[src/rtl/divisor_pkg.sv]
// -----------------------------------------------------------------------------
// divisor_pkg
// Shared types and helpers for the sequential divider slice.
//   estado_t             : controller states (NORM only used with early exit)
//   DIVISOR_SIZE_DEF     : default operand width
//   f_cnt_w()            : iteration-counter width, $clog2(size+1)
//   f_cociente_div_cero(): quotient pattern returned on divide-by-zero
// -----------------------------------------------------------------------------
package divisor_pkg;

    typedef enum logic [2:0] {
        IDLE = 3'd0,
        NORM = 3'd1,
        CALC = 3'd2,
        FIX  = 3'd3,
        DONE = 3'd4
    } estado_t;

    localparam int DIVISOR_SIZE_DEF = 32;

    // Widest operand the divide-by-zero pattern covers.
    localparam int DIVISOR_MAX_SIZE = 256;

    // Counter must hold the value SIZE itself, hence SIZE+1 codes.
    function automatic int f_cnt_w(input int size);
        return $clog2(size + 1);
    endfunction

    // All-ones quotient; callers keep the low SIZE bits.
    function automatic logic [DIVISOR_MAX_SIZE-1:0] f_cociente_div_cero();
        return {DIVISOR_MAX_SIZE{1'b1}};
    endfunction

endpackage

[src/rtl/divisor_lzc.sv]
// -----------------------------------------------------------------------------
// divisor_lzc
// Combinational leading-zero counter used by the early-exit build of the
// divider (DIVISOR_EARLY_EXIT_EN).
// Ports:
//   i_dato [SIZE-1:0]  : value to scan, MSB first
//   o_lz   [CNT_W-1:0] : number of leading zeros (SIZE when i_dato == 0)
// -----------------------------------------------------------------------------
module divisor_lzc
    import divisor_pkg::*;
#(
    parameter  int SIZE  = DIVISOR_SIZE_DEF,
    localparam int CNT_W = f_cnt_w(SIZE)
) (
    input  logic [SIZE-1:0]  i_dato,
    output logic [CNT_W-1:0] o_lz
);

    logic w_hallado;

    // Priority scan from the MSB: the first set bit fixes the count.
    always_comb begin
        o_lz      = CNT_W'(SIZE);
        w_hallado = 1'b0;
        for (int i = SIZE - 1; i >= 0; i--) begin
            if (!w_hallado && i_dato[i]) begin
                o_lz      = CNT_W'(SIZE - 1 - i);
                w_hallado = 1'b1;
            end else begin
                o_lz      = o_lz;
                w_hallado = w_hallado;
            end
        end
    end

endmodule

[src/rtl/divisor_secuencial_param.sv]
// -----------------------------------------------------------------------------
// divisor_secuencial_param
// Multi-cycle restoring divider, one quotient bit per clock, with per-operation
// signed/unsigned mode, busy flag and divide-by-zero flag.
// Optional build macro: DIVISOR_EARLY_EXIT_EN adds a NORM state that skips the
// leading zeros of |numerador| (same results, shorter latency).
// Ports:
//   clk, rst_n          : clock, asynchronous active-low reset
//   start               : request, accepted only in IDLE
//   signo               : 1 = signed two's complement, 0 = unsigned
//   numerador           : dividend  (captured with start)
//   denominador         : divisor   (captured with start)
//   cociente, resto     : quotient / remainder, held until next accepted start
//   done                : one-cycle pulse when results are valid
//   busy                : high while an operation is in flight
//   div_cero            : divide-by-zero flag, held with results
// -----------------------------------------------------------------------------
module divisor_secuencial_param
    import divisor_pkg::*;
#(
    parameter int SIZE = DIVISOR_SIZE_DEF
) (
    input  logic            clk,
    input  logic            rst_n,
    input  logic            start,
    input  logic            signo,
    input  logic [SIZE-1:0] numerador,
    input  logic [SIZE-1:0] denominador,
    output logic [SIZE-1:0] cociente,
    output logic [SIZE-1:0] resto,
    output logic            done,
    output logic            busy,
    output logic            div_cero
);

    localparam int                        CNT_W          = f_cnt_w(SIZE);
    localparam logic [DIVISOR_MAX_SIZE-1:0] C_PATRON     = f_cociente_div_cero();
    localparam logic [SIZE-1:0]           C_COC_DIV_CERO = C_PATRON[SIZE-1:0];
    localparam logic [SIZE-1:0]           C_UNO          = SIZE'(1);
    localparam logic [SIZE-1:0]           C_CERO         = {SIZE{1'b0}};
    localparam logic [CNT_W-1:0]          C_ITER         = CNT_W'(SIZE);
    localparam logic [CNT_W-1:0]          C_CNT_UNO      = CNT_W'(1);

    // Two's-complement negation in SIZE bits (MIN maps to itself, which
    // read as unsigned is exactly 2^(SIZE-1)).
    function automatic logic [SIZE-1:0] f_neg(input logic [SIZE-1:0] v);
        return ~v + C_UNO;
    endfunction

    estado_t r_estado;
    estado_t w_estado_sig;

    logic [SIZE-1:0]  r_dvd;     // dividend shifting out, quotient shifting in
    logic [SIZE-1:0]  r_dsr;     // divisor magnitude
    logic [SIZE:0]    r_rem;     // partial remainder
    logic [CNT_W-1:0] r_cnt;     // iterations left
    logic             r_q_neg;
    logic             r_r_neg;
    logic             r_dz;
    logic [SIZE-1:0]  r_cociente;
    logic [SIZE-1:0]  r_resto;
    logic             r_done;
    logic             r_busy;
    logic             r_div_cero;

    logic             w_num_neg;
    logic             w_den_neg;
    logic [SIZE-1:0]  w_num_mag;
    logic [SIZE-1:0]  w_den_mag;
    logic             w_den_cero;
    logic [SIZE+1:0]  w_shift;
    logic [SIZE+1:0]  w_sub;
    logic             w_neg;

    // Operand sign/magnitude decode on the capture cycle.
    always_comb begin
        w_num_neg  = signo & numerador[SIZE-1];
        w_den_neg  = signo & denominador[SIZE-1];
        w_num_mag  = w_num_neg ? f_neg(numerador) : numerador;
        w_den_mag  = w_den_neg ? f_neg(denominador) : denominador;
        w_den_cero = (denominador == C_CERO);
    end

    // One restoring step: trial subtract in SIZE+2 bits so the borrow
    // shows up in the top bit.
    always_comb begin
        w_shift = {r_rem, r_dvd[SIZE-1]};
        w_sub   = w_shift - {2'b00, r_dsr};
        w_neg   = w_sub[SIZE+1];
    end

`ifdef DIVISOR_EARLY_EXIT_EN
    logic [CNT_W-1:0] w_lz;

    divisor_lzc #(
        .SIZE (SIZE)
    ) u_lzc (
        .i_dato (r_dvd),
        .o_lz   (w_lz)
    );
`endif

    // State register.
    always_ff @(posedge clk or negedge rst_n) begin
        if (!rst_n) begin
            r_estado <= IDLE;
        end else begin
            r_estado <= w_estado_sig;
        end
    end

    // Next-state logic.
    always_comb begin
        w_estado_sig = r_estado;
        case (r_estado)
            IDLE: begin
                if (start) begin
                    if (w_den_cero) begin
                        w_estado_sig = FIX;
                    end else begin
`ifdef DIVISOR_EARLY_EXIT_EN
                        w_estado_sig = NORM;
`else
                        w_estado_sig = CALC;
`endif
                    end
                end else begin
                    w_estado_sig = IDLE;
                end
            end
`ifdef DIVISOR_EARLY_EXIT_EN
            NORM: begin
                if (r_dvd == C_CERO) begin
                    w_estado_sig = FIX;
                end else begin
                    w_estado_sig = CALC;
                end
            end
`endif
            CALC: begin
                if (r_cnt == C_CNT_UNO) begin
                    w_estado_sig = FIX;
                end else begin
                    w_estado_sig = CALC;
                end
            end
            FIX:     w_estado_sig = DONE;
            DONE:    w_estado_sig = IDLE;
            default: w_estado_sig = IDLE;
        endcase
    end

    // Datapath and result registers.
    always_ff @(posedge clk or negedge rst_n) begin
        if (!rst_n) begin
            r_dvd      <= {SIZE{1'b0}};
            r_dsr      <= {SIZE{1'b0}};
            r_rem      <= {(SIZE+1){1'b0}};
            r_cnt      <= {CNT_W{1'b0}};
            r_q_neg    <= 1'b0;
            r_r_neg    <= 1'b0;
            r_dz       <= 1'b0;
            r_cociente <= {SIZE{1'b0}};
            r_resto    <= {SIZE{1'b0}};
            r_div_cero <= 1'b0;
        end else begin
            case (r_estado)
                IDLE: begin
                    if (start) begin
                        r_dvd      <= w_num_mag;
                        r_dsr      <= w_den_mag;
                        r_cnt      <= C_ITER;
                        r_q_neg    <= w_num_neg ^ w_den_neg;
                        r_r_neg    <= w_num_neg;
                        r_dz       <= w_den_cero;
                        r_div_cero <= 1'b0;
                        // On divide-by-zero the remainder path re-applies the
                        // dividend sign, giving back numerador unchanged.
                        if (w_den_cero) begin
                            r_rem <= {1'b0, w_num_mag};
                        end else begin
                            r_rem <= {(SIZE+1){1'b0}};
                        end
                    end
                end
`ifdef DIVISOR_EARLY_EXIT_EN
                NORM: begin
                    // Leading zeros would only produce leading quotient zeros.
                    r_dvd <= r_dvd << w_lz;
                    r_cnt <= C_ITER - w_lz;
                end
`endif
                CALC: begin
                    r_rem <= w_neg ? w_shift[SIZE:0] : w_sub[SIZE:0];
                    r_dvd <= {r_dvd[SIZE-2:0], ~w_neg};
                    r_cnt <= r_cnt - C_CNT_UNO;
                end
                FIX: begin
                    if (r_dz) begin
                        r_cociente <= C_COC_DIV_CERO;
                    end else if (r_q_neg) begin
                        r_cociente <= f_neg(r_dvd);
                    end else begin
                        r_cociente <= r_dvd;
                    end
                    r_resto    <= r_r_neg ? f_neg(r_rem[SIZE-1:0]) : r_rem[SIZE-1:0];
                    r_div_cero <= r_dz;
                end
                default: begin
                    r_cnt <= r_cnt;
                end
            endcase
        end
    end

    // Registered handshake flags, one cycle behind the state.
    always_ff @(posedge clk or negedge rst_n) begin
        if (!rst_n) begin
            r_done <= 1'b0;
            r_busy <= 1'b0;
        end else begin
            r_done <= (r_estado == DONE);
            r_busy <= (r_estado == NORM) || (r_estado == CALC) || (r_estado == FIX);
        end
    end

    assign cociente = r_cociente;
    assign resto    = r_resto;
    assign done     = r_done;
    assign busy     = r_busy;
    assign div_cero = r_div_cero;

endmodule

[config.mk]
export PLATFORM = sky130hd
export DESIGN_NAME = divisor_secuencial_param
export DESIGN_NICKNAME = d
export VERILOG_FILES = /design/src/rtl/divisor_pkg.sv /design/src/rtl/divisor_lzc.sv /design/src/rtl/divisor_secuencial_param.sv
export SDC_FILE = /design/constraint.sdc
export NUM_CORES = 1
export LEC_CHECK = 0
export CORE_MARGIN = 2
export CORE_UTILIZATION = 51
export CTS_BUF_LIST = sky130_fd_sc_hd__clkbuf_4 sky130_fd_sc_hd__clkbuf_8
export DETAILED_ROUTE_END_ITERATION = 8
export GPL_ROUTABILITY_DRIVEN = 0
export PLACE_DENSITY = 0.71
export SLEW_MARGIN = 25
export SYNTH_ARGS = -nofsm -noshare
export SYNTH_HDL_FRONTEND = slang
export SYNTH_SLANG_ARGS = --single-unit
[constraint.sdc]
create_clock -name clk -period 3.7 [get_ports clk]
set_clock_uncertainty 0.2 [all_clocks]
set_input_delay 1.11 -clock clk [delete_from_list [all_inputs] [get_ports clk]]
set_output_delay 1.11 -clock clk [all_outputs]
set_load 0.005 [all_outputs]
==> impl_metrics.env, run 1 <==
export IMPL_status="finished, final reports clean"
export IMPL_totalWireLength_mm=32.7
export IMPL_area_growth_syn_to_layout_pct=23.8
export IMPL_setup_slack_ps=168
export IMPL_fin_crit_sh_pct=95.5
export IMPL_grt_max_degree=68
export IMPL_io_buffers=134
export IMPL_antenna_found_initial=0
export IMPL_finalNonFillerCells=1812
export IMPL_ys_types=66
export IMPL_max_freq_mhz=283
export IMPL_final_common_cell="dfrtp_1"
export IMPL_dp_cells=1780
export IMPL_ys_seq_elements=176
export IMPL_min_path_type="flip-flop to flip-flop"
export IMPL_dieArea_um2=23500
export IMPL_crit_fanout=6
export IMPL_htree_num_levels=4
export IMPL_wire_per_inst_um=18.1
export IMPL_gr_total_overflow=0
export IMPL_holdWs_ps=278
export IMPL_slew_viol_final=0
export IMPL_netlist_instances=1339
export IMPL_postRouteAntennaNets=0
export IMPL_dp_slack_ps=-253
export IMPL_clock_root_buffer="clkbuf_8"
export IMPL_powerDensity_nw_per_um2=1010
export IMPL_drc=0
export IMPL_final_util_pct=64.4
export IMPL_hpwl_mm=25.1
export IMPL_nFillCells=1929
export IMPL_grtUsageTotal_pct=27.6
export IMPL_grt_pass1_vias=10100
export IMPL_grt_pass1_wl_mm=52.4
export IMPL_diodes=0
export IMPL_boundaryPins=135
export IMPL_core_area_um2=21900
export IMPL_worst_pin_slew_ps=1080
export IMPL_slew_headroom_pct=26.3
export IMPL_period_needed_ps=3530
export IMPL_rsz0062_at_grt="no"
export IMPL_clk_latency_ps=480
export IMPL_dieHeight_um=153
export IMPL_drtPass1Iterations=8
export IMPL_drt_iter0_drc=936
export IMPL_syn_area_um2=11400
export IMPL_cts_buffer_depth=2
export IMPL_p_leak_nw=6.04
export IMPL_multi_input_area_um2=6560
export IMPL_crit_type="flip-flop to flip-flop"
export IMPL_ys_top_cells_by_area="dfrtp_1 39%, o21ai_0 6.9%, xor2_1 6.8%"
export IMPL_cts_setup_buffers=0
export IMPL_holdBufCountCts=0
export IMPL_final_setup_viol_count=0
export IMPL_vias_per_cell=5.91
export IMPL_synth_edf_count=0
export IMPL_worstPathArrival_ps=3660
export IMPL_synth_area_leader_cell="dfrtp_1"
export IMPL_ys_warn_count=0
export IMPL_layout_common_cells="176 x dfrtp_1, 156 x o21ai_0, 152 x nand2_1, 133 x clkdlybuf4s50_1, 107 x nor2_1"
export IMPL_endpoint_kind="flip-flop"
export IMPL_row_count=54
export IMPL_drive_gt1_share_pct=9.79
export IMPL_clkTransAtPathRegs_ps=100
export IMPL_cts_buffers=17
export IMPL_vias=10700
export IMPL_nets=1626
export IMPL_synth_top_cell_area_share_pct=38.7
export IMPL_start_util_pct=52.0
export IMPL_cts_sinks=176
export IMPL_maxCapViolations=0
export IMPL_synth_async_reset_ratio_pct=100
export IMPL_avgSynthCellArea_um2=8.50
export IMPL_ys_flop_type="dfrtp_1"
export IMPL_hold_viol=0
export IMPL_ir_worst_vdd_mv=0.519
export IMPL_ys_seq_area_share_pct=38.7
export IMPL_crit_path_start_kind="flip-flop"
export IMPL_seq_area_um2=4400
export IMPL_die_w_um=153
export IMPL_worst_ep_required_time_ps=3820
export IMPL_syn_nets=1446
export IMPL_tritoncts="yes"
## power by group
group,switching (mW),leakage [nW],internal [mW]
registers,1.02,2.16,2.90
clock network,0.766,0.234,0.824
logic,4.71,3.65,3.99
total,6.50,6.04,7.72
## cell usage after synthesis (6+ instances only)
| cell type | instances |
|---|---|
| xor2_1 | 88 |
| o31ai_1 | 24 |
| a21o_1 | 16 |
| o21a_1 | 9 |
| or4_1 | 12 |
| a31oi_1 | 10 |
| nand2_1 | 152 |
| dfrtp_1 | 176 |
| nand2b_1 | 8 |
| o41ai_1 | 9 |
| a22oi_1 | 29 |
| xnor2_1 | 59 |
| clkbuf_1 | 57 |
| a21oi_1 | 104 |
| nor2b_1 | 6 |
| nor2_1 | 110 |
| o21ai_0 | 156 |
| nor3_1 | 26 |
| mux2i_1 | 28 |
| nor4_1 | 9 |
| nand3_1 | 14 |
| or3_1 | 17 |
| ha_1 | 38 |
| buf_1 | 7 |
| nand4_1 | 11 |
| o21ai_1 | 8 |
| and2_1 | 15 |
| inv_1 | 55 |
| a221o_1 | 11 |
## worst max-delay path, cell delays in order, from the launching register on
cell and delay (ps):
dfrtp_1 510, ha_1 420, o21a_1 140, o31a_1 210, o22ai_1 220, o21ai_0 660, a41oi_2 290, o21ai_0 310
xor2_1 110, mux2i_1 180, o221ai_1 150
## cells by family (layout without fill, tap and decap cells)
group                      after synthesis  in the layout  synth area share (%)
muxes                                   29             29                  2.56
AOI/OAI and AO/OA                      417            417                  22.2
buffers and inverters                  123            316                  4.09
DFF                                    176            176                  38.7
xor gates and xnor gates               147            147                  11.3
adders and majority gates               39             39                  4.35
and+or+nand+nor                        408            408                  16.7
## path summary, 6_finish.rpt
path | startpoint | endpoint | slack, ps | cells past startpoint
max | r_rem[1] | r_rem[31] | 170 | 10
min | cociente[0] | cociente[0] | 280 | 2
max reg2reg | r_rem[1] | r_rem[31] | 170 | 10
min reg2reg | cociente[0] | cociente[0] | 280 | 2
max in group asynchronous | rst_n | resto[22] | 2070 | 2
min in group asynchronous | rst_n | done | 410 | 1
## metal layers
layer	up-vias	part of all wire, %	global-route usage (%)
met1	5140	46	40.6
li1	5111	-	-
met5	-	0	0
met2	405	45	42.3
met3	57	6.8	3.71
met4	0	2.5	8.74
## what timing repair did
action / 4_1_cts / 5_1_grt
hold endpoints to repair: 0 / 0
resized for setup: 0 / 4
setup endpoints to repair: 0 / 6
## area by class of cell
| class | instances | area share, % |
|---|---|---|
| Clock buffer | 18 | 1.71 |
| Clock inverter | 14 | 1.61 |
| Inverter | 56 | 1.49 |
| Multi-Input combinational cell | 1040 | 46.5 |
| Sequential cell | 176 | 31.3 |
| Tap cell | 280 | 2.49 |
| Timing Repair Buffer | 228 | 14.9 |
## flip-flops by register name, indices dropped and copies added (netlist names)
| name | cells |
|---|---|
| r_dsr | 32 |
| r_r_neg | 1 |
| r_estado | 3 |
| r_q_neg | 1 |
| r_dvd | 32 |
| r_rem | 33 |
| done | 1 |
| resto | 32 |
| cociente | 32 |
| r_dz | 1 |
| div_cero | 1 |
| r_cnt | 6 |
| busy | 1 |
## stage by stage
step / setup TNS [ps] / power [mW] / area [um2]
2_1_floorplan: 0 / 9.51 / 11400
3_3_place_gp: -754 / 12.3 / 13600
3_5_place_dp: -1590 / 12.5 / 13600
4_1_cts: 0 / 14.1 / 14100
5_1_grt: 0 / 15.3 / 14100
6_report: 0 / 14.2 / 14100
(Power assumes the default switching activity.)
==> run 2: changes to the inputs <==
- CTS_CLUSTER_SIZE: unset -> 14
==> results of run 2 <==
Final layout, timing and power as in run 1 (identical DEF).
==> RTL edit: new RTL, settings of run 1 <==
Encoding of `estado_t`: now one-hot (5 bits for 5 values).
--- a/src/rtl/divisor_pkg.sv
+++ b/src/rtl/divisor_pkg.sv
@@ -8,12 +8,12 @@
 // -----------------------------------------------------------------------------
 package divisor_pkg;
 
-    typedef enum logic [2:0] {
-        IDLE = 3'd0,
-        NORM = 3'd1,
-        CALC = 3'd2,
-        FIX  = 3'd3,
-        DONE = 3'd4
+    typedef enum logic [4:0] {
+        IDLE = 5'b00001,
+        NORM = 5'b00010,
+        CALC = 5'b00100,
+        FIX  = 5'b01000,
+        DONE = 5'b10000
     } estado_t;
 
     localparam int DIVISOR_SIZE_DEF = 32;
Check against the original RTL: no difference found for any inputs over 10 cycles, from zero or initial values and one cycle with rst_n low; not proved beyond that.
==> RTL edit against run 1 <==
- die area grew 0.71%
- power shrank 21%
- final area increased by 3.1%
- routed wire length up 1.4%
- sequential cell count increased by 1
- core utilization grew 1.8 points
- first-iteration DRC count fell by 9.7%
- synthesized area is 0.73% higher
- worst setup slack worse by 130 ps
- critical endpoint is now resto[30]
- largest cell class unchanged
- largest power group unchanged
- highest routed layer unchanged
==> RTL edit: results (changes against run 1) <==
| Metric | Value |
|---|---|
| Vias in the first global route | `10.2k (+1.1%)` |
| Top cells by count, synth | `dfrtp_1 (176), nor2_1 (131), o21ai_0 (127)` |
| Syn Nets | `1430 (-1.1%)` |
| H-tree Lvls | `4 (unchanged)` |
| Largest net degree at the start of global routing | `84 (+24%)` |
| FF-to-FF Start | `r_rem[9]` |
| M1 GR Usage | `39.8% (-0.78 points)` |
| Crit path DAT | `3820 ps (+160 ps)` |
| DR vias | `10.9k (+1.5%)` |
| Met3 usage | `4.34% (+0.63 points)` |
| Post-synthesis sequential area ratio | `38.7% (-0.050 points)` |
| Met2 layer usage reported by global route | `44.3% (+1.9 points)` |
| Status | `finished clean` |
| Ratio of cells with drive above 1 in the final layout | `14.1% (+4.3 points)` |
| Hold path cells | `2 (unchanged)` |
| Hold Path End | `r_dsr[30]` |
| HP Class | `reg -> reg` |
| Final HPWL from detailed placement | `25000 microns (-0.44%)` |
| 1st-pass router iterations | `7 (-1)` |
| Worst Reg-to-Reg Cells | `9 (-1)` |
| Fillcell total | `1833 (-5.0%)` |
| Worst R2R End | `resto[30]` |
| Static leakage | `6.41 nW (+6.0%)` |
| DR iter-0 viols | `845 (-9.7%)` |
| CP max stage delay | `600 ps (-60 ps)` |
| Hold Crit Start | `r_dsr[30]` |
| Warnings, synthesis | `0 (unchanged)` |
| Post-synth top area share | `38.4% (-0.28 points)` |
| ANT cells | `0 (unchanged)` |
| Overall Global Routing Usage | `28.2% (+0.66 points)` |
| Clk pin slew, worst setup/hold paths | `100 ps (about the same)` |
| Tightest Pin Transition | `982 ps (-96.0 ps)` |
| Top cells by area, synth | `dfrtp_1 (38%), xor2_1 (7.4%), o21ai_0 (5.5%)` |
| CP max-delay cell | `or4_4` |
| Place WS | `-547 ps (-295 ps)` |
| Initial antenna violation count | `0 (unchanged)` |
| Layout Nets | `1651 (+1.5%)` |
| R2R Setup Slk | `40 ps (-130 ps)` |
| Post-synthesis cell type count | `72 (+9.1%)` |
| Maximum vdd drop | `497 uV (-4.4%)` |
| Worst-path maximum fanout | `5 (-1)` |
| First-pass GRT wire length | `53400 microns (+1.8%)` |
| Largest Register | `r_rem` |
| Clock Tree Buf Depth | `2 (unchanged)` |
| Routed WL | `33200 microns (+1.4%)` |
| Internal power | `6.11 mW (-21%)` |
==> RTL edit: critical path: cells and delay by family (launching register included) <==
family,cells,cell delay (ps)
and+or+nand+nor,6,2240
DFF,1,490
xor gates and xnor gates,1,310
AOI/OAI and AO/OA,2,290
==> RTL edit: worst max-delay path by stage <==
| stage | to | slack, ps | from |
|---|---|---|---|
| 4_1_cts | r_rem[28] | 10 | numerador[17] |
| 3_3_place_gp | r_rem[26] | -530 | numerador[17] |
| 6_report | resto[30] | 40 | r_rem[9] |
| 2_1_floorplan | r_rem[27] | 4 | numerador[17] |
| 3_5_place_dp | r_rem[28] | -550 | numerador[17] |
| 5_1_grt | resto[31] | -50 | r_rem[4] |
==> RTL edit: final cells by class <==
| class | count | area share, % |
|---|---|---|
| tap | 280 | 2.41 |
| sequential | 177 | 30.5 |
| timing repair buffer | 274 | 16.9 |
| inverter | 52 | 1.34 |
| clock buffer | 19 | 1.80 |
| clock inverter | 13 | 0.845 |
| multi-input combinational | 1022 | 46.1 |
==> RTL edit: kinds of logic (layout without fill, tap and decap cells) <==
family | count (synthesis) | count (layout) | synth area share, %
and+or+nand+nor | 395 | 395 | 16.6
AOI/OAI and AO/OA | 412 | 412 | 22.3
adders and majority gates | 39 | 39 | 4.32
DFF | 177 | 177 | 38.7
muxes | 29 | 29 | 2.57
buffers and inverters | 124 | 358 | 4.25
xor gates and xnor gates | 147 | 147 | 11.3
==> RTL edit: power groups by stage <==
| stage | logic, mW | registers (mW) | clock network, mW |
|---|---|---|---|
| 6_report | 6.53 | 3.29 | 1.35 |
| 5_1_grt | 7.16 | 3.38 | 1.43 |
| 4_1_cts | 6.39 | 3.26 | 1.36 |
| 3_5_place_dp | 6.33 | 3.30 | 0 |
| 3_3_place_gp | 6.23 | 3.27 | 0 |
| 2_1_floorplan | 4.41 | 3.04 | 0 |
==> RTL edit: what timing repair did <==
| item | in CTS | in global routing |
|---|---|---|
| gates cloned | 0 | 0 |
| pin swaps | 7 | 9 |
| setup buffers | 1 | 5 |
| gates resized for setup | 9 | 16 |
| endpoints found under the setup margin | 6 | 14 |
==> RTL edit: stage by stage <==
step | instances | TNS (ps) | cell area, sq um | hold slack (ps) | util (%)
floorplan | 1323 | 0 | 11500 | 246 | -
global placement | 1799 | -14490 | 14000 | 261 | 63.8
detailed placement | 1799 | -17280 | 14000 | 271 | 63.8
CTS | 1832 | 0 | 14400 | 293 | 65.7
global route | 1837 | -68.4 | 14500 | 321 | 66.1
finish | 1837 | 0 | 14500 | 289 | 66.1
==> RTL edit: metal layers <==
metal	vias up	wire, microns
met2	404	14900
met3	70	2090
met1	5211	15100
met5	-	0
met4	0	1130
li1	5191	-
